<file path="config.mk">
export PLATFORM = sky130hd
export DESIGN_NAME = fifo_chk_mirror
export DESIGN_NICKNAME = d
export VERILOG_FILES = /design/src/rtl/fifo_chk_pkg.sv /design/src/rtl/fifo_chk_mirror.sv
export SDC_FILE = /design/constraint.sdc
export NUM_CORES = 1
export LEC_CHECK = 0
export BUFFER_PORTS_ARGS = -buffer_cell sky130_fd_sc_hd__buf_2
export CAP_MARGIN = 20
export CORE_MARGIN = 2
export CORE_UTILIZATION = 38
export CTS_CLUSTER_SIZE = 40
export DETAILED_ROUTE_END_ITERATION = 12
export PLACE_DENSITY = 0.66
export SLEW_MARGIN = 20
export SYNTH_ARGS = -nofsm -noshare
export SYNTH_HDL_FRONTEND = slang
export SYNTH_SLANG_ARGS = --single-unit
</file>
<file path="constraint.sdc">
create_clock -name clk -period 3.4 [get_ports clk]
set_clock_uncertainty 0.15 [all_clocks]
set_input_delay 0.34 -clock clk [delete_from_list [all_inputs] [get_ports clk]]
set_output_delay 0.34 -clock clk [all_outputs]
set_load 0.1 [all_outputs]
</file>
<file path="src/rtl/fifo_chk_pkg.sv">
// fifo_chk_pkg: shared types and helpers for the FIFO read-side checker.
// Contents: chk_err_e mismatch kinds, chk_state_e checker FSM states,
// sat_inc32 saturating counter increment.
package fifo_chk_pkg;
    typedef enum logic [2:0] {ERR_NONE, ERR_DATA, ERR_ACK, ERR_OVF, ERR_UDF, ERR_FLAG} chk_err_e;
    typedef enum logic [1:0] {IDLE, ARM, CHECK, HALT} chk_state_e;
    function automatic logic [31:0] sat_inc32(input logic [31:0] v);
        return (v == 32'hFFFF_FFFF) ? v : v + 32'd1;
    endfunction
endpackage

</file>
<file path="src/rtl/fifo_chk_mirror.sv">
// fifo_chk_mirror: shadow copy of the monitored FIFO storage and occupancy.
// Ports: clk, rst_n (async active-low), dut_rst_n (sampled DUT reset),
// wr_en/rd_en/data_in (monitored requests), cnt (mirror occupancy),
// rd_data (word at read pointer), wr_ok/rd_ok (requests that take effect).
module fifo_chk_mirror
    import fifo_chk_pkg::*;
#(
    parameter int FIFO_WIDTH = 16,
    parameter int FIFO_DEPTH = 8
) (
    input  logic                          clk,
    input  logic                          rst_n,
    input  logic                          dut_rst_n,
    input  logic                          wr_en,
    input  logic                          rd_en,
    input  logic [FIFO_WIDTH-1:0]         data_in,
    output logic [$clog2(FIFO_DEPTH):0]   cnt,
    output logic [FIFO_WIDTH-1:0]         rd_data,
    output logic                          wr_ok,
    output logic                          rd_ok
);
    localparam int AW = $clog2(FIFO_DEPTH);
    logic [FIFO_WIDTH-1:0] mem [FIFO_DEPTH];
    logic [AW-1:0] wr_ptr, rd_ptr;
    assign wr_ok   = wr_en && (cnt != (AW+1)'(FIFO_DEPTH));
    assign rd_ok   = rd_en && (cnt != '0);
    assign rd_data = mem[rd_ptr];
    always_ff @(posedge clk or negedge rst_n) begin
        if (!rst_n) begin
            wr_ptr <= '0;
            rd_ptr <= '0;
            cnt    <= '0;
        end else if (!dut_rst_n) begin
            wr_ptr <= '0;
            rd_ptr <= '0;
            cnt    <= '0;
        end else begin
            wr_ptr <= wr_ptr + AW'(wr_ok);
            rd_ptr <= rd_ptr + AW'(rd_ok);
            cnt    <= cnt + (AW+1)'(wr_ok) - (AW+1)'(rd_ok);
        end
    end
    always_ff @(posedge clk) begin
        if (dut_rst_n && wr_ok) mem[wr_ptr] <= data_in;
    end
endmodule

</file>
-- After elaboration in Yosys (flattened, before gate mapping)
Memory sizes are Yosys's and may differ from the RTL's.
Cells that the tools add are included.
- $add $sub $neg: 4
- equality and inequality tests: 1
- mux-type cells: 5
- reductions and logical operators: 4
- operators with widths (kind ; count):
    3-bit by 1-bit adder with 3-bit output ; 2
    3-bit 2-to-1 mux ; 2
    4-bit by 1-bit adder with 4-bit output ; 1
    4-bit 2-to-1 mux ; 1
    4-bit != test (second input constant) ; 1
    4-bit nonzero test ; 1
    4-bit by 1-bit subtractor with 4-bit output ; 1
    1-bit logical AND ; 3
    1-bit 2-to-1 mux ; 2
- register bits: 10
- RAM bits: 128
- input bits: 21
- output and inout port bits: 22
- logic and storage cells: 18
- memories kept: 1
- memory list (memory ; words ; bits a word ; rd ports ; clocked after Yosys merged registers in ; write ports ; RTL line ; text):
    mem ; 8 ; 16 ; 1 ; 0 ; 1 ; fifo_chk_mirror.sv:23 ; logic [FIFO_WIDTH-1:0] mem [FIFO_DEPTH];

-- Logic depth before layout (Yosys ltp)
Gate-level depths: netlist of the first run.
- word-level depth: 5
- gate-level depth with buffers: 9
- mapped depth without buffers: 9

-- Worst setup path before layout of the first run
OpenSTA, ideal clock, no wires.
- path kind: register to register
- from: register cnt[2]
- to: register cnt[2]
- setup time: 0.119 ns
- data arrival time: 4.050 ns
- data required time: 3.131 ns
- slack: -0.919 ns
- cell stages (with the launch flop): 9
- buffers on the path: 0
- clock period less this slack: 4.319 ns
- cell sequence: dfrtp_1 inv_1 ha_1 a21boi_1 xnor2_1 ha_1 fa_1 xor2_1 and2_1
- elaborated cells between the ends (all ways): 7
- classes of those cells: add/sub: 2; eq/ne: 1; mux: 1; reduce/logical: 3
- RTL lines (item ; RTL line ; text):
    start, declared ; fifo_chk_mirror.sv:17 ; output logic [$clog2(FIFO_DEPTH):0] cnt,
    start signal, assigned ; fifo_chk_mirror.sv:40 ; cnt <= cnt + (AW+1)'(wr_ok) - (AW+1)'(rd_ok);
    4-bit nonzero test ; fifo_chk_mirror.sv:26 ; assign rd_ok = rd_en && (cnt != '0);
    1-bit logical AND ; fifo_chk_mirror.sv:26 ;
    net rd_ok ; fifo_chk_mirror.sv:20 ; output logic rd_ok
    4-bit by 1-bit subtractor with 4-bit output ; fifo_chk_mirror.sv:40 ;
    4-bit 2-to-1 mux ; fifo_chk_mirror.sv:33 ; end else if (!dut_rst_n) begin
The timed path passes the listed nets, and every way through them passes these cells.

-- Worst setup path after layout of the first run
- from: register rd_ptr[0]
- to: output rd_data[2]
- longest elaborated chain between the ends: 1
- RTL lines (item ; RTL line ; text):
    start, declared ; fifo_chk_mirror.sv:24 ; logic [AW-1:0] wr_ptr, rd_ptr;
    start signal, assigned ; fifo_chk_mirror.sv:39 ; rd_ptr <= rd_ptr + AW'(rd_ok);
    memory 8 x 16 bit ; - ;
    end, declared ; fifo_chk_mirror.sv:18 ; output logic [FIFO_WIDTH-1:0] rd_data,
No other way between the ends.

==> impl_metrics.json, run 1 <==
{
  "status": "finished clean",
  "dp_hpwl_microns": 5800,
  "syn_area_per_cell_sq_um": 22.1,
  "ys_seq_area_frac": 0.746,
  "top_layer": "met4",
  "power.density_nw_per_um2": 837,
  "post-place-ws_ns": 0.918,
  "clockRootBuffer": "clkbuf_16",
  "insertion_delay_ns": 0.40,
  "ios": 43,
  "synth_area_leaders": "edfxtp_1, mux4_2, dfrtp_1",
  "min_period_ns": 2.83,
  "synth-xor-area-share": 0.00638,
  "wl_microns": 10000,
  "wl_met1_microns": 4390,
  "ys_warn_count": 0,
  "layout_commonest_cell": "edfxtp_1",
  "io_buffers": 42,
  "postCtsResizedCells": 0,
  "hold_class": "in -> reg",
  "setup_viol": 0,
  "p_leak_nw": 2.28,
  "cts_tree": "done",
  "required_ns": 2.91,
  "syn2layout_area_growth_pct": 20.2,
  "routed-wl-met3_microns": 536,
  "rows": 43,
  "synth-compound-area-share": 0.00365,
  "syn-num-nets": 278,
  "synthCells": 248,
  "die_y_microns": 124,
  "synth_top_area_share": 0.700,
  "cts_setup_buffers": 0,
  "cts.clk_slew.worst_paths_ns": 0.06,
  "synth_fa_ha_area_frac": 0.0219,
  "vias": 2561,
  "synth_area_leader_cell": "edfxtp_1",
  "fin_setup_tns_ns": 0,
  "synthSimpleGateAreaFrac": 0.0292,
  "multi_input_area_sq_um": 1320,
  "fin_nets": 341,
  "routabilityCongestion": 0.753,
  "cp-start-kind": "flip-flop",
  "start_util": 0.392,
  "ff_latch_area_sq_um": 4100,
  "chipWidth_microns": 124,
  "synthMuxAreaShare": 0.175,
  "drv_slew": 0,
  "path_class": "reg -> out",
  "antenna_found_initial": 1,
  "slew_headroom": 0.598,
  "fillers": 1177,
  "period_share": 0.832,
  "drt_pre_antenna_iters": 4,
  "cts_max_level": 4,
  "rsz0062_at_grt": "no",
  "cts.sinks": 138,
  "clockBufferDepth": 2,
  "wl_per_cell_microns": 19.9,
  "drc": 0,
  "total_power_mw": 5.53,
  "drtAntennaViolNets": 0,
  "netlist_area_sq_um": 5490,
  "max_freq_ghz": 0.354,
  "grt_pass1_wl_microns": 15000,
  "finalHoldViolations": 0,
  "ir_drop_mv": 0.509,
  "cts_made_buffers": 17,
  "synth_seq_cells": 138,
  "grt_pass1_vias": 2618,
  "layout_common_cells": "edfxtp_1, buf_2, mux4_2",
  "globalRouteOverflowTotal": 0,
  "fin_ws_ns": 0.572,
  "grt_max_degree": 33,
  "synth_top_family_by_area": "multiplexers",
  "via_per_inst": 5.07,
  "dieArea_sq_um": 15400,
  "path_max_fanout": 28,
  "crit_arrival_ns": 2.34,
  "grt_usage": 0.139,
  "setup.worst_path.end_class": "primary output",
  "yosysUniqueCellTypes": 28,
  "drive_gt1_frac": 0.398,
  "drv_cap": 0,
  "wl_met2_microns": 5010,
  "tightest_slew_ns": 0.600,
  "ctsHoldBuffers": 1,
  "initialDrtViolationCount": 197,
  "core_sq_um": 14000
}
[flip-flops by register name, summed over array words and instances (netlist names)]
register  flops
cnt           4
mem         128
rd_ptr        3
wr_ptr        3
[per-stage QoR]
step	hold slack [ns]	util	instances	cell area [sq um]
finish	0.0559	0.472	505	6600
global route	0.0493	0.472	504	6600
CTS	0.0335	0.472	504	6600
detailed placement	0.0767	0.426	471	5960
global placement	0.0656	0.426	471	5960
floorplan	-0.106	-	248	5500
[critical path: stages, from the launching register on]
cell and delay, ns:
dfrtp_2 0.50, buf_12 0.28, mux4_1 0.58, mux2_4 0.27, buf_2 0.29
[synth_stat cells, drive strengths merged]
library cell,n
edfxtp,128
mux4,32
mux2,16
dfrtp,10
and2,9
buf,9
ha,8
nor2,7
nand2,5
inv,4
nand2b,4
xor2,3
mux2i,2
nor3,2
a21boi,1
a21o,1
a21oi,1
clkbuf,1
fa,1
nand4,1
nand4b,1
or3b,1
xnor2,1
[final timing paths]
path                                        end  slack, ns                 from  depth (start not counted)
max                                  rd_data[2]       0.57  rd_ptr[0]$_DFF_PN0_                          4
min                        mem[0][10]$_DFFE_PP_       0.06          data_in[10]                          1
max reg2reg                    cnt[2]$_DFF_PN0_       0.91     cnt[2]$_DFF_PN0_                          9
min reg2reg                 rd_ptr[1]$_DFF_PN0_       0.46  rd_ptr[1]$_DFF_PN0_                          2
max in group asynchronous   rd_ptr[0]$_DFF_PN0_       2.70                rst_n                          2
min in group asynchronous   wr_ptr[0]$_DFF_PN0_       0.18                rst_n                          2
[cell families (layout without fill, tap and decap cells)]
kind of cell,Yosys count,in the layout
fa+ha+maj,9,9
simple gates,30,30
mux,50,50
compound gates,3,3
other cells,0,1
buf+inv,14,90
xor+xnor,4,4
flops,138,138
[per-layer routing]
metal | vias up | track usage
met3 | 10 | 0.0504
met1 | 1346 | 0.177
met4 | 0 | 0.0421
li1 | 1140 | -
met5 | - | 0
met2 | 65 | 0.225
[power by group]
part | internal [mW] | switching [mW] | total (mW)
logic | 0.477 | 1.11 | 1.59
clock network | 1.29 | 0.656 | 1.95
registers | 1.94 | 0.0514 | 1.99
[final cells by class]
cell class / instances / area share
timing repair buffer: 54 / 0.0478
tap: 180 / 0.0341
multi-input combinational: 96 / 0.199
antenna: 1 / 0.000379
sequential: 138 / 0.620
clock inverter: 14 / 0.0307
clock buffer: 18 / 0.0650
inverter: 4 / 0.00227
Note: power is estimated with default switching activity, not from simulation.
==> run 2: changes to the inputs <==
--- a/config.mk
+++ b/config.mk
@@ -11,7 +11,7 @@
 export CORE_UTILIZATION = 38
 export CTS_CLUSTER_SIZE = 40
 export DETAILED_ROUTE_END_ITERATION = 12
-export PLACE_DENSITY = 0.66
+export PLACE_DENSITY = 0.68
 export SLEW_MARGIN = 20
 export SYNTH_ARGS = -nofsm -noshare
 export SYNTH_HDL_FRONTEND = slang
==> constraint.sdc (replaced) <==
create_clock -name clk -period 2.4 [get_ports clk]
set_clock_uncertainty 0.15 [all_clocks]
set_input_delay 0.24 -clock clk [delete_from_list [all_inputs] [get_ports clk]]
set_output_delay 0.24 -clock clk [all_outputs]
set_load 0.1 [all_outputs]
==> run 2 against run 1 <==
Compared with the run above:
- the flow now finishes with violations (setup timing)
- combinational power is 86% higher
- critical path depth is 1 higher
- die area stayed put
- sequential cell count stayed put
- critical endpoint is now rd_data[14]
- largest power group is now combinational logic
==> impl_metrics.json, run 2 (synthesis results as in run 1) <==
{
  "r2r_setup_slack_ns": 0.06,
  "regMostFlops": "mem",
  "cts.clk_slew.worst_paths_ns": 0.06,
  "use_met3": 0.0421,
  "drt_pre_antenna_iters": 4,
  "die_y_microns": 124,
  "path_class": "reg -> out",
  "cp_cell_sequence": "buf_12 -> buf_16 -> mux4_2 -> mux2_4 -> buf_12",
  "path_buf_inv": 3,
  "max_freq_ghz": 0.396,
  "fin_ws_ns": -0.123,
  "dieArea_sq_um": 15400,
  "start_util": 0.392,
  "period_share": 1.05,
  "chipWidth_microns": 124,
  "grt_util_met1": 0.198,
  "busiest_layer": "met2",
  "setup_viol": 14,
  "reg_top3": "mem x128, cnt x4",
  "rows": 43,
  "largest_register_ffs": 128,
  "rsz0062_at_grt": "yes",
  "slew_headroom": 0.671,
  "drc": 0,
  "wl_microns": 10200,
  "clockRootBuffer": "clkbuf_16",
  "p_leak_nw": 2.51,
  "drv_slew": 0,
  "cts.sinks": 138,
  "insertion_delay_ns": 0.41,
  "setup.worst_path.end_class": "primary output",
  "crit_family": "multiplexers",
  "core_sq_um": 14000,
  "routabilityCongestion": 0.737,
  "layout_common_cells": "edfxtp_1, mux4_2, buf_2",
  "path_max_fanout": 7,
  "drtAntennaViolNets": 0,
  "clockBufferDepth": 2,
  "grt_pass1_wl_microns": 16100,
  "status": "finished, violations left",
  "post-place-ws_ns": -0.0113,
  "fin_nets": 372,
  "use_met2": 0.239,
  "cp-start-kind": "flip-flop",
  "antenna_found_initial": 0,
  "grt_pass1_vias": 2878,
  "initialDrtViolationCount": 121,
  "grt_usage": 0.149,
  "placed_cell_area_sq_um": 6120,
  "via_per_inst": 4.93,
  "crit_top_cell": "buf_12",
  "cts_made_buffers": 17,
  "globalRouteOverflowTotal": 0,
  "crit_arrival_ns": 2.13,
  "finalHoldViolations": 0,
  "critPathMaxStageDelay_ns": 0.49,
  "io_buffers": 42,
  "diodes": 0,
  "vias": 2637,
  "required_ns": 2.01,
  "ff_latch_area_sq_um": 4110,
  "cts_max_level": 4,
  "power.density_nw_per_um2": 1130,
  "wl_per_cell_microns": 19.1,
  "ir_drop_mv": 0.605,
  "drv_cap": 0,
  "syn2layout_area_growth_pct": 31.6,
  "tightest_slew_ns": 0.498,
  "drive_gt1_frac": 0.485,
  "crit_slowest_cell": "mux4_2",
  "multi_input_area_sq_um": 1410,
  "fillers": 1135,
  "dp_hpwl_microns": 6010,
  "layout_commonest_cell": "edfxtp_1",
  "min_period_ns": 2.52,
  "hold_class": "in -> reg",
  "ios": 43,
  "violations": "setup timing",
  "finish.instance_area_sq_um": 7220,
  "fin_setup_tns_ns": -1.33,
  "cts_tree": "done",
  "grt_max_degree": 18
}
## run 2: metal layers
layer | vias up | routed length, microns
li1 | 1204 | -
met2 | 49 | 5170
met1 | 1373 | 4560
met5 | - | 0
met4 | 0 | 125
met3 | 11 | 365
## run 2: worst paths after layout
| check | from | endpoint | depth (start not counted) |
|---|---|---|---|
| worst max-delay path | rd_ptr[0]$_DFF_PN0_ | rd_data[14] | 5 |
| worst min register to register | wr_ptr[0]$_DFF_PN0_ | wr_ptr[0]$_DFF_PN0_ | 2 |
| min in group asynchronous | rst_n | cnt[3]$_DFF_PN0_ | 2 |
| max in group asynchronous | rst_n | cnt[2]$_DFF_PN0_ | 2 |
| worst max register to register | cnt[2]$_DFF_PN0_ | cnt[2]$_DFF_PN0_ | 9 |
| worst min-delay path | dut_rst_n | rd_ptr[0]$_DFF_PN0_ | 3 |
## run 2: final cells by class
cell class              count  share of cell area
well taps                 180              0.0312
clock buffers              22              0.0670
flip-flops and latches    138               0.568
inverters                   4             0.00294
multi-input cells          96               0.195
clock inverters            10             0.00935
repair buffers             85               0.126
## run 2: stage by stage
step / power, mW / hold WS, ns / cells / utilization
after global placement: 5.19 / -0.0343 / 479 / 0.438
after CTS: 8.22 / 0.0218 / 534 / 0.515
after floorplan: 4.87 / -0.206 / 248 / -
after detailed placement: 5.23 / -0.0276 / 479 / 0.438
after global routing: 8.47 / 0.0565 / 535 / 0.516
final: 8.17 / 0.0369 / 535 / 0.516
## run 2: repair_timing
item,in CTS,in global routing
hold buffers,17,0
buffers inserted,3,2
resized for setup,74,7
setup endpoints to repair,18,20
hold endpoints to repair,138,0
pin swaps,1,7
cloned,3,0
## run 2: worst reg2reg max path, stage by stage, from the launching register on
cell and delay (ns):
dfrtp_4 0.49, inv_4 0.07, ha_4 0.11, or3b_4 0.38, nand2_4 0.10, xnor2_2 0.07
ha_2 0.21, fa_2 0.35, xor2_1 0.15, and2_1 0.16
## run 2: report_power, final
part | switching [mW] | leakage (nW) | internal, mW | total (mW)
Clock | 0.944 | 0.265 | 1.43 | 2.37
Combinational | 1.73 | 0.962 | 1.23 | 2.96
Sequential | 0.0763 | 1.28 | 2.76 | 2.84
==> run 3: changes to the inputs <==
--- a/config.mk
+++ b/config.mk
@@ -12,6 +12,7 @@
 export CTS_CLUSTER_SIZE = 40
 export DETAILED_ROUTE_END_ITERATION = 12
 export PLACE_DENSITY = 0.68
+export SETUP_SLACK_MARGIN = 0.15
 export SLEW_MARGIN = 20
 export SYNTH_ARGS = -nofsm -noshare
 export SYNTH_HDL_FRONTEND = slang
==> constraint.sdc (replaced) <==
create_clock -name clk -period 2.2 [get_ports clk]
set_clock_uncertainty 0.15 [all_clocks]
set_input_delay 0.22 -clock clk [delete_from_list [all_inputs] [get_ports clk]]
set_output_delay 0.22 -clock clk [all_outputs]
set_load 0.1 [all_outputs]
==> run 3 against run 2 <==
Compared with the run above:
- the run still ends with setup timing left
- total power increased by 12%
- sequential cell count unchanged
- clock power increased by 16%
- largest power group unchanged
==> impl_metrics.json, run 3 (synthesis results as in run 1) <==
{
  "status": "finished, violations left",
  "violations": "setup timing",
  "cts.clk_slew.worst_paths_ns": 0.06,
  "reg_top3": "mem x128, cnt x4",
  "hold_class": "in -> reg",
  "drtAntennaViolNets": 0,
  "setup_viol": 115,
  "grt_pass1_wl_microns": 16500,
  "diodes": 0,
  "globalRouteOverflowTotal": 0,
  "grt_max_degree": 20,
  "cts.sinks": 138,
  "drc": 0,
  "cts_max_level": 4,
  "insertion_delay_ns": 0.41,
  "slew_headroom": 0.677,
  "critPathMaxStageDelay_ns": 0.54,
  "drv_slew": 0,
  "tightest_slew_ns": 0.484,
  "rsz0062_at_grt": "yes",
  "path_buf_inv": 2,
  "max_freq_ghz": 0.412,
  "r2r_start": "cnt[2]$_DFF_PN0_",
  "drv_cap": 0,
  "p_leak_nw": 2.58,
  "routabilityCongestion": 0.715,
  "fin_ws_ns": -0.226,
  "initialDrtViolationCount": 133,
  "drive_gt1_frac": 0.531,
  "via_per_inst": 4.98,
  "clockBufferDepth": 2,
  "dieArea_sq_um": 15400,
  "start_util": 0.392,
  "worstHoldEndpoint": "cnt[3]$_DFF_PN0_",
  "period_share": 1.10,
  "fillers": 1066,
  "clockRootBuffer": "clkbuf_16",
  "die_y_microns": 124,
  "required_ns": 1.83,
  "cp-start-kind": "flip-flop",
  "grt_usage": 0.153,
  "regMostFlops": "mem",
  "vias": 2724,
  "crit_slowest_cell": "mux4_2",
  "min_period_ns": 2.43,
  "layout_common_cells": "edfxtp_1, mux4_2, buf_6",
  "power.density_nw_per_um2": 1210,
  "dp_hpwl_microns": 5940,
  "path_class": "reg -> out",
  "syn2layout_area_growth_pct": 37.1,
  "cts_made_buffers": 17,
  "antenna_found_initial": 0,
  "cts_tree": "done",
  "ir_drop_mv": 0.673,
  "wl_per_cell_microns": 20.2,
  "grt_pass1_vias": 2927,
  "chipWidth_microns": 124,
  "finalHoldViolations": 0,
  "ios": 43,
  "crit_family": "multiplexers",
  "rr_worst_depth": 9,
  "crit_arrival_ns": 2.06,
  "layout_commonest_cell": "edfxtp_1",
  "r2r_setup_slack_ns": -0.19,
  "drt_pre_antenna_iters": 5,
  "cp_cell_sequence": "buf_12 -> mux4_2 -> mux2_2 -> buf_6",
  "path_max_fanout": 19,
  "fin_nets": 384,
  "setup.worst_path.end_class": "primary output",
  "fin_util": 0.538,
  "io_buffers": 42,
  "wl_microns": 11000,
  "core_sq_um": 14000,
  "largest_register_ffs": 128,
  "r2r-end": "cnt[2]$_DFF_PN0_",
  "hp-start": "dut_rst_n",
  "hold_depth": 3,
  "fin_setup_tns_ns": -6.60,
  "rows": 43
}
==> run 3: routing by layer <==
layer | wire (microns) | track usage
met5 | 0 | 0
met1 | 4700 | 0.191
met3 | 373 | 0.0412
met2 | 5780 | 0.256
met4 | 168 | 0.0576
==> run 3: where the power goes <==
part | total (mW) | switching (mW) | internal [mW] | leakage [nW]
registers | 3.10 | 0.0873 | 3.01 | 1.28
clock network | 2.75 | 1.08 | 1.67 | 0.277
logic | 3.29 | 1.94 | 1.35 | 1.02
==> run 3: cell type report <==
class / instances / area [sq um] / share of cell area
sequential: 138 / 4110 / 0.545
inverter: 4 / 21.3 / 0.00283
timing repair buffer: 97 / 1110 / 0.147
clock buffer: 17 / 425 / 0.0565
clock inverter: 15 / 150 / 0.0200
multi-input combinational: 96 / 1490 / 0.198
tap: 180 / 225 / 0.0299
==> run 3: metrics by stage <==
| stage | power [mW] | instance area, sq um | setup slack [ns] | instances | hold slack, ns |
|---|---|---|---|---|---|
| floorplan | 5.32 | 5600 | -0.601 | 248 | -0.226 |
| global placement | 5.79 | 6150 | -0.110 | 477 | -0.0527 |
| detailed placement | 5.82 | 6150 | -0.140 | 477 | -0.0489 |
| CTS | 9.03 | 7380 | -0.263 | 541 | 0.00938 |
| global route | 9.47 | 7530 | -0.292 | 547 | 0.0346 |
| finish | 9.14 | 7530 | -0.226 | 547 | 0.0224 |
==> run 3: how the worst max path moves through the flow <==
stage,from,end,cells after the start
2_1_floorplan,cnt[2]$_DFF_PN0_,wr_ptr[2]$_DFF_PN0_,9
3_3_place_gp,cnt[2]$_DFF_PN0_,cnt[2]$_DFF_PN0_,9
3_5_place_dp,cnt[2]$_DFF_PN0_,cnt[2]$_DFF_PN0_,9
4_1_cts,rd_ptr[0]$_DFF_PN0_,rd_data[3],4
5_1_grt,rd_ptr[0]$_DFF_PN0_,rd_data[11],4
6_report,rd_ptr[0]$_DFF_PN0_,rd_data[11],4
==> run 3: repair_timing <==
action,in CTS,in global routing
gates cloned,0,2
hold buffers,17,0
buffers inserted,15,4
resized for setup,79,22
pin swaps,11,7
endpoints found under the hold margin,138,0
setup endpoints to repair,151,153
==> run 3: worst reg2reg max path: cells and delay by family (launching register included) <==
kind          cells  cell delay [ns]
xor+xnor          2             0.25
fa+ha+maj         3             0.64
buf+inv           1             0.07
simple gates      3             0.67
flops             1             0.49
